$ cat config.mk
export PLATFORM = sky130hd
export DESIGN_NAME = udp_packet_builder_flat
export DESIGN_NICKNAME = d
export VERILOG_FILES = /design/src/rtl/udp_packet_builder_if.sv /design/src/rtl/udp_packet_builder.sv /design/src/flat_wrapper.sv
export SDC_FILE = /design/constraint.sdc
export NUM_CORES = 1
export LEC_CHECK = 0
export ABC_AREA = 1
export BUFFER_PORTS_ARGS = -buffer_cell sky130_fd_sc_hd__buf_2
export CORE_ASPECT_RATIO = 2
export CORE_UTILIZATION = 44
export CTS_CLUSTER_DIAMETER = 100
export DETAILED_ROUTE_END_ITERATION = 8
export HOLD_SLACK_MARGIN = 0.02
export PLACE_DENSITY = 0.72
export SKIP_CTS_REPAIR_TIMING = 1
export SYNTH_ARGS = -nofsm -noshare
export SYNTH_HDL_FRONTEND = slang
export SYNTH_SLANG_ARGS = --single-unit
$ cat constraint.sdc
create_clock -name clk -period 8.48 [get_ports clk]
set_clock_uncertainty 0.05 [all_clocks]
set_input_delay 1.696 -clock clk [delete_from_list [all_inputs] [get_ports clk]]
set_output_delay 1.696 -clock clk [all_outputs]
set_load 0.02 [all_outputs]
$ cat src/rtl/udp_packet_builder_if.sv
// Frame-builder handshake bundle: request/config, payload input stream,
// frame output stream and status pulses.
interface udp_packet_builder_if;
    logic        tx_start;
    logic [10:0] tx_payload_len;
    logic [47:0] dst_mac;
    logic [47:0] src_mac;
    logic [31:0] src_ip;
    logic [31:0] dst_ip;
    logic [15:0] src_port;
    logic [15:0] dst_port;
    logic [7:0]  in_data;
    logic        in_valid;
    logic        in_ready;
    logic [7:0]  out_data;
    logic        out_valid;
    logic        out_ready;
    logic        tx_busy;
    logic        tx_done;
    logic        tx_error;

    modport master (
        output tx_start, tx_payload_len, dst_mac, src_mac, src_ip, dst_ip,
               src_port, dst_port, in_data, in_valid, out_ready,
        input  in_ready, out_data, out_valid, tx_busy, tx_done, tx_error
    );

    modport slave (
        input  tx_start, tx_payload_len, dst_mac, src_mac, src_ip, dst_ip,
               src_port, dst_port, in_data, in_valid, out_ready,
        output in_ready, out_data, out_valid, tx_busy, tx_done, tx_error
    );
endinterface

$ cat src/rtl/udp_packet_builder.sv
// Builds Ethernet/IPv4/UDP frames: 42 header bytes with a precomputed IPv4
// checksum, followed by a pass-through payload stream.
module udp_packet_builder #(
    parameter int unsigned MAX_PAYLOAD = 1472,
    parameter int unsigned IP_TTL      = 64,
    parameter int unsigned MIN_GAP     = 1
) (
    input logic clk,
    input logic reset,
    udp_packet_builder_if.slave bus
);
    localparam logic [15:0] MAX_LEN  = 16'(MAX_PAYLOAD);
    localparam logic [7:0]  TTL      = 8'(IP_TTL);
    localparam logic [15:0] GAP_LAST = 16'(MIN_GAP - 1);

    typedef enum logic [2:0] {
        S_IDLE, S_CHECKSUM, S_HEADER, S_PAYLOAD, S_GAP
    } state_t;

    state_t      state_q;
    logic [3:0]  cnt_q;
    logic [16:0] acc_q;
    logic [15:0] checksum_q;
    logic [15:0] id_q;
    logic [15:0] len_q;
    logic [15:0] rem_q;
    logic [15:0] gap_q;
    logic [5:0]  idx_q;
    logic [47:0] dst_mac_q;
    logic [47:0] src_mac_q;
    logic [31:0] src_ip_q;
    logic [31:0] dst_ip_q;
    logic [15:0] src_port_q;
    logic [15:0] dst_port_q;
    logic [7:0]  data_q;
    logic        valid_q;
    logic        busy_q;
    logic        done_q;
    logic        error_q;

    logic [15:0]  total_len_d;
    logic [15:0]  udp_len_d;
    logic [15:0]  word_d;
    logic [16:0]  acc_d;
    logic [16:0]  fold_d;
    logic [15:0]  csum_d;
    logic [335:0] hdr_d;
    logic [5:0]   nxt_idx_d;
    logic [7:0]   nxt_byte_d;

    always_comb begin
        total_len_d = len_q + 16'd28;
        udp_len_d   = len_q + 16'd8;
        word_d      = '0;
        case (cnt_q)
            4'd0: word_d = 16'h4500;
            4'd1: word_d = total_len_d;
            4'd2: word_d = id_q;
            4'd3: word_d = 16'h4000;
            4'd4: word_d = {TTL, 8'h11};
            4'd6: word_d = src_ip_q[31:16];
            4'd7: word_d = src_ip_q[15:0];
            4'd8: word_d = dst_ip_q[31:16];
            4'd9: word_d = dst_ip_q[15:0];
            default: word_d = '0;
        endcase
        // Carry is added back one step late; the final fold picks up the last one.
        acc_d  = {1'b0, acc_q[15:0]} + {16'd0, acc_q[16]} + {1'b0, word_d};
        fold_d = {1'b0, acc_q[15:0]} + {16'd0, acc_q[16]};
        csum_d = ~(fold_d[15:0] + {15'd0, fold_d[16]});
        hdr_d  = {dst_mac_q, src_mac_q, 16'h0800, 8'h45, 8'h00, total_len_d,
                  id_q, 16'h4000, TTL, 8'h11, checksum_q, src_ip_q, dst_ip_q,
                  src_port_q, dst_port_q, udp_len_d, 16'h0000};
        nxt_idx_d  = idx_q + 6'd1;
        nxt_byte_d = hdr_d[(9'd335 - {nxt_idx_d, 3'b000}) -: 8];
    end

    always_ff @(posedge clk or negedge reset) begin
        if (!reset) begin
            state_q    <= S_IDLE;
            cnt_q      <= '0;
            acc_q      <= '0;
            checksum_q <= '0;
            id_q       <= '0;
            len_q      <= '0;
            rem_q      <= '0;
            gap_q      <= '0;
            idx_q      <= '0;
            dst_mac_q  <= '0;
            src_mac_q  <= '0;
            src_ip_q   <= '0;
            dst_ip_q   <= '0;
            src_port_q <= '0;
            dst_port_q <= '0;
            data_q     <= '0;
            valid_q    <= 1'b0;
            busy_q     <= 1'b0;
            done_q     <= 1'b0;
            error_q    <= 1'b0;
        end else begin
            done_q  <= 1'b0;
            error_q <= 1'b0;
            case (state_q)
                S_IDLE: begin
                    if (bus.tx_start) begin
                        if ({5'd0, bus.tx_payload_len} > MAX_LEN) begin
                            error_q <= 1'b1;
                        end else begin
                            len_q      <= {5'd0, bus.tx_payload_len};
                            dst_mac_q  <= bus.dst_mac;
                            src_mac_q  <= bus.src_mac;
                            src_ip_q   <= bus.src_ip;
                            dst_ip_q   <= bus.dst_ip;
                            src_port_q <= bus.src_port;
                            dst_port_q <= bus.dst_port;
                            acc_q      <= '0;
                            cnt_q      <= '0;
                            busy_q     <= 1'b1;
                            state_q    <= S_CHECKSUM;
                        end
                    end
                end
                S_CHECKSUM: begin
                    if (cnt_q == 4'd10) begin
                        checksum_q <= csum_d;
                        data_q     <= dst_mac_q[47:40];
                        valid_q    <= 1'b1;
                        idx_q      <= '0;
                        state_q    <= S_HEADER;
                    end else begin
                        acc_q <= acc_d;
                        cnt_q <= cnt_q + 4'd1;
                    end
                end
                S_HEADER: begin
                    if (bus.out_ready) begin
                        if (idx_q == 6'd41) begin
                            valid_q <= 1'b0;
                            data_q  <= '0;
                            if (len_q == 16'd0) begin
                                done_q  <= 1'b1;
                                id_q    <= id_q + 16'd1;
                                gap_q   <= '0;
                                state_q <= S_GAP;
                            end else begin
                                rem_q   <= len_q;
                                state_q <= S_PAYLOAD;
                            end
                        end else begin
                            idx_q  <= nxt_idx_d;
                            data_q <= nxt_byte_d;
                        end
                    end
                end
                S_PAYLOAD: begin
                    if (!bus.in_valid) begin
                        error_q <= 1'b1;
                        id_q    <= id_q + 16'd1;
                        gap_q   <= '0;
                        state_q <= S_GAP;
                    end else if (bus.out_ready) begin
                        if (rem_q == 16'd1) begin
                            done_q  <= 1'b1;
                            id_q    <= id_q + 16'd1;
                            gap_q   <= '0;
                            state_q <= S_GAP;
                        end else begin
                            rem_q <= rem_q - 16'd1;
                        end
                    end
                end
                S_GAP: begin
                    if (gap_q == GAP_LAST) begin
                        busy_q  <= 1'b0;
                        state_q <= S_IDLE;
                    end else begin
                        gap_q <= gap_q + 16'd1;
                    end
                end
                default: state_q <= S_IDLE;
            endcase
        end
    end

    assign bus.out_valid = (state_q == S_PAYLOAD) ? bus.in_valid : valid_q;
    assign bus.out_data  = (state_q == S_PAYLOAD) ? bus.in_data  : data_q;
    assign bus.in_ready  = (state_q == S_PAYLOAD) && bus.out_ready;
    assign bus.tx_busy   = busy_q;
    assign bus.tx_done   = done_q;
    assign bus.tx_error  = error_q;
endmodule

$ cat src/flat_wrapper.sv
// flat-port wrapper written by rule: the top's interface ports become plain ports
module udp_packet_builder_flat 
#(
    parameter int unsigned MAX_PAYLOAD = 1472,
    parameter int unsigned IP_TTL      = 64,
    parameter int unsigned MIN_GAP     = 1
)
  (clk, reset, bus_tx_start, bus_tx_payload_len, bus_dst_mac, bus_src_mac, bus_src_ip, bus_dst_ip, bus_src_port, bus_dst_port, bus_in_data, bus_in_valid, bus_out_ready, bus_in_ready, bus_out_data, bus_out_valid, bus_tx_busy, bus_tx_done, bus_tx_error);
  udp_packet_builder_if bus_i ();
  input logic clk;
  input logic reset;
  input wire logic [$bits(bus_i.tx_start)-1:0] bus_tx_start;
  input wire logic [$bits(bus_i.tx_payload_len)-1:0] bus_tx_payload_len;
  input wire logic [$bits(bus_i.dst_mac)-1:0] bus_dst_mac;
  input wire logic [$bits(bus_i.src_mac)-1:0] bus_src_mac;
  input wire logic [$bits(bus_i.src_ip)-1:0] bus_src_ip;
  input wire logic [$bits(bus_i.dst_ip)-1:0] bus_dst_ip;
  input wire logic [$bits(bus_i.src_port)-1:0] bus_src_port;
  input wire logic [$bits(bus_i.dst_port)-1:0] bus_dst_port;
  input wire logic [$bits(bus_i.in_data)-1:0] bus_in_data;
  input wire logic [$bits(bus_i.in_valid)-1:0] bus_in_valid;
  input wire logic [$bits(bus_i.out_ready)-1:0] bus_out_ready;
  output wire logic [$bits(bus_i.in_ready)-1:0] bus_in_ready;
  output wire logic [$bits(bus_i.out_data)-1:0] bus_out_data;
  output wire logic [$bits(bus_i.out_valid)-1:0] bus_out_valid;
  output wire logic [$bits(bus_i.tx_busy)-1:0] bus_tx_busy;
  output wire logic [$bits(bus_i.tx_done)-1:0] bus_tx_done;
  output wire logic [$bits(bus_i.tx_error)-1:0] bus_tx_error;
  assign bus_i.tx_start = bus_tx_start;
  assign bus_i.tx_payload_len = bus_tx_payload_len;
  assign bus_i.dst_mac = bus_dst_mac;
  assign bus_i.src_mac = bus_src_mac;
  assign bus_i.src_ip = bus_src_ip;
  assign bus_i.dst_ip = bus_dst_ip;
  assign bus_i.src_port = bus_src_port;
  assign bus_i.dst_port = bus_dst_port;
  assign bus_i.in_data = bus_in_data;
  assign bus_i.in_valid = bus_in_valid;
  assign bus_i.out_ready = bus_out_ready;
  assign bus_in_ready = bus_i.in_ready;
  assign bus_out_data = bus_i.out_data;
  assign bus_out_valid = bus_i.out_valid;
  assign bus_tx_busy = bus_i.tx_busy;
  assign bus_tx_done = bus_i.tx_done;
  assign bus_tx_error = bus_i.tx_error;
  udp_packet_builder #(.MAX_PAYLOAD(MAX_PAYLOAD), .IP_TTL(IP_TTL), .MIN_GAP(MIN_GAP)) u_core (.clk(clk), .reset(reset), .bus(bus_i));
endmodule
==> key figures <==
Floorplanning
  – Placeable Area: 39600 um2
  – Chip height: 286 um
  – Site row count: 103
  – Die Span X: 144 um
  – Starting Density: 44.9%
  – I/O pins: 229
  – Die ar.: 41200 um2

Synth
  – Post-synthesis sequential area ratio: 43.6%
  – Synth Area in XOR/XNOR: 2.95%
  – Number of distinct library cells after synthesis: 48
  – Ys Warns: 0
  – Synth top area cells: dfrtp_1 (44%), nand2_1 (8.1%), mux2_2 (7.2%), a21oi_1 (5.5%), nor2_1 (5.1%)
  – Cell taking the most area after synthesis: dfrtp_1
  – Post-Syn Area: 17800 um2
  – Syn avg cell area: 8.08 um2
  – Synth Area in Compound Gates: 15.7%
  – Syn Inst Count: 2198
  – Multiplexer area fraction after synthesis: 7.17%
  – Main combinational cell family by area after synthesis: simple AND/OR/NAND/NOR gates
  – Post-synthesis simple-gate area fraction: 20.4%
  – Syn Nets: 2451
  – Top-count cell post-synth: nand2_1
  – Post-synth ARST share: 100%
  – Post-synth top area share: 43.6%
  – Synth cell count leaders: nand2_1 (383), dfrtp_1 (309), nor2_1 (240)
  – Synthesis-stage register bit count: 309
  – Synth Area in Adders: 2.65%
  – Ys flop type: dfrtp_1
  – EDFF count, synth: 0

Critical path
  – R2R Setup Slk: 4.16 ns
  – Worst Setup EP: u_core.acc_q[11]
  – Required time worst endpoint: 8.93 ns
  – Setup CP Type: reg -> reg
  – CP Max Fanout: 13
  – Critical Path Sink Type: flop
  – Cells on worst reg2reg path: 19
  – RR Endpoint: u_core.acc_q[11]
  – WP data arrival: 4.77 ns
  – Worst R2R Start: u_core.cnt_q[0]
  – Critical Path Start: u_core.cnt_q[0]
  – CP Launch Type: flop

STA
  – Slew Viols, Final: 0
  – Rel. slew slack: 25.7%
  – RSZ-0062 raised after global routing: no
  – Setup violators final: 0
  – Final Hold Viols: 0
  – FMAX: 232 MHz
  – Final period utilization: 50.9%
  – Worst Tran Pin Value: 1.10 ns
  – Crit path time final: 4.32 ns
  – Setup TNS: 0 ns

Clock tree
  – CTS tree: yes
  – Clock Latency Late Sink: 0.58 ns
  – Sink Count: 309
  – Max clock buf depth: 3
  – CTS Buf Count: 29
  – H-tree depth: 1
  – Clk pin slew, worst setup/hold paths: 0.07 ns
  – Root Buffer: clkbuf_16

Finish
  – # nets final: 2631
  – Synth-to-Final Area Change: 14.9%
  – Final instance area: 20400 um2
  – Layout cell share with drive strength beyond 1: 19.3%

Global routing
  – First-pass GRT wire length: 93.6 mm
  – Largest net degree at the start of global routing: 142
  – M3 GR Usage: 3.50%
  – Met2 Usage GRT: 55.1%
  – GRT Overall Usage: 30.2%
  – Vias in the first global route: 16954
  – Grt peak-use layer: met2
  – GR Util met1: 31.3%
  – Remaining Overflow, GRT: 0
  – Initial antenna violation count: 1

Detailed routing
  – Drt pass-1 iters: 5
  – # DRC: 0
  – Final WL: 60.5 mm
  – Wirelength per Cell: 20.7 um
  – Detailed-route via count: 16561
  – Vias/cell: 5.66
  – Detailed router's first-iteration violation count: 1223
  – Antenna-violating nets left: 0

Min path
  – Worst hold path class: reg -> reg
  – Hold Path Depth: 2

Flow run
  – Max cap viols: 0

Pwr
  – Pwr Total: 8.63 mW
  – Static leakage: 9.71 nW
  – Cell Pwr Density: 423 nW/um2
  – Worst vdd rail ir drop: 255 uV

Place
  – Port bufs: 228
  – Detail Placement HPWL: 45.7 mm
  – Area after DPL: 19300 um2
  – GPL Wtd Cong: 0.933

Status
  – Outcome: finished clean
kinds of logic (layout without fill, tap and decap cells):
kind of cell               count (synthesis)  after routing
other                                      0              1
adders and majority gates                 37             37
muxes                                    113            113
DFF                                      309            309
xor gates and xnor gates                  58             58
AOI/OAI and AO/OA                        492            492
and+or+nand+nor                          851            851
buffers and inverters                    338            541
per-layer routing:
metal	part of all wire [%]	wire [um]	up-vias
met5	0	0	-
met4	7.7	4660	0
met3	4.5	2750	212
met2	53	32200	620
met1	34	20900	8005
li1	-	-	7724
layout by cell type (no fill, tap or decap), types with 4 or more instances in the layout:
master,n
nor2_4,5
or2_2,9
bufinv_16,8
o21ai_1,16
nor3_1,20
nor2_1,238
o221ai_1,10
ha_1,36
o31ai_1,7
clkbuf_8,5
o22ai_1,36
a22oi_1,4
buf_4,20
a21oi_1,194
a221oi_1,14
mux2_2,113
clkbuf_16,29
o21ai_0,151
nand4_1,18
nand3_1,138
xor2_1,49
dfrtp_1,308
clkinv_2,5
nand2_1,383
nor4_1,14
xnor2_1,7
o2111ai_1,17
a21o_1,4
o211ai_1,22
inv_2,10
nand2_2,8
buf_2,227
inv_1,227
a31oi_1,8
nor2_2,9
report_power, final:
part / internal [mW] / switching, mW
Sequential: 2.12 / 0.514
Clock: 0.919 / 0.617
Combinational: 1.47 / 2.99
critical path: stages (launching register included):
cell and delay [ns]:
dfrtp_1 0.44, inv_1 0.10, ha_1 0.20, inv_1 0.10, nor2_1 0.12, inv_1 0.36, o22ai_1 0.16, nor4_1 0.92
inv_1 0.10, ha_1 0.31, nand3_1 0.08, nand3_1 0.12, inv_1 0.08, nor2_1 0.04, nor2_1 0.33, o21ai_0 0.27
a21o_1 0.23, nand2_1 0.05, nand2_1 0.04, o21ai_0 0.13
worst min-delay path by stage:
stage | start | endpoint | slack (ns)
6_report | u_core.checksum_q[15] | u_core.checksum_q[15] | 0.44
5_1_grt | u_core.src_port_q[9] | u_core.src_port_q[9] | 0.47
4_1_cts | u_core.checksum_q[15] | u_core.checksum_q[15] | 0.44
3_5_place_dp | u_core.checksum_q[15] | u_core.checksum_q[15] | 0.43
3_3_place_gp | u_core.checksum_q[11] | u_core.checksum_q[11] | 0.41
2_1_floorplan | u_core.checksum_q[15] | u_core.checksum_q[15] | 0.39
registers in the layout, summed over array words and instances, names as in the netlist, 3 cells and up:
| name | cells |
|---|---|
| u_core.idx_q | 6 |
| u_core.len_q | 11 |
| u_core.dst_mac_q | 48 |
| u_core.state_q | 3 |
| u_core.src_mac_q | 48 |
| u_core.rem_q | 16 |
| u_core.data_q | 8 |
| u_core.checksum_q | 16 |
| u_core.acc_q | 17 |
| u_core.gap_q | 16 |
| u_core.cnt_q | 4 |
| u_core.dst_port_q | 16 |
| u_core.dst_ip_q | 32 |
| u_core.id_q | 16 |
| u_core.src_port_q | 16 |
| u_core.src_ip_q | 32 |
through the flow:
step,std cells,hold WS (ns),worst slack [ns],util [%]
3_3_place_gp,2872,0.415,4.19,48.8
4_1_cts,2926,0.443,4.19,51.6
6_report,2927,0.439,4.16,51.6
5_1_grt,2927,0.470,3.95,51.6
2_1_floorplan,2198,0.394,4.68,-
3_5_place_dp,2872,0.426,4.18,48.8
area by class of cell:
class / count / area [um2]
Fill cell: 3837 / 19200
Multi-Input combinational cell: 1551 / 8690
Sequential cell: 309 / 7740
Timing Repair Buffer: 249 / 1320
Inverter: 238 / 893
Clock buffer: 37 / 806
Tap cell: 525 / 657
Clock inverter: 17 / 302
Antenna cell: 1 / 2.50
(Power assumes the default switching activity.)
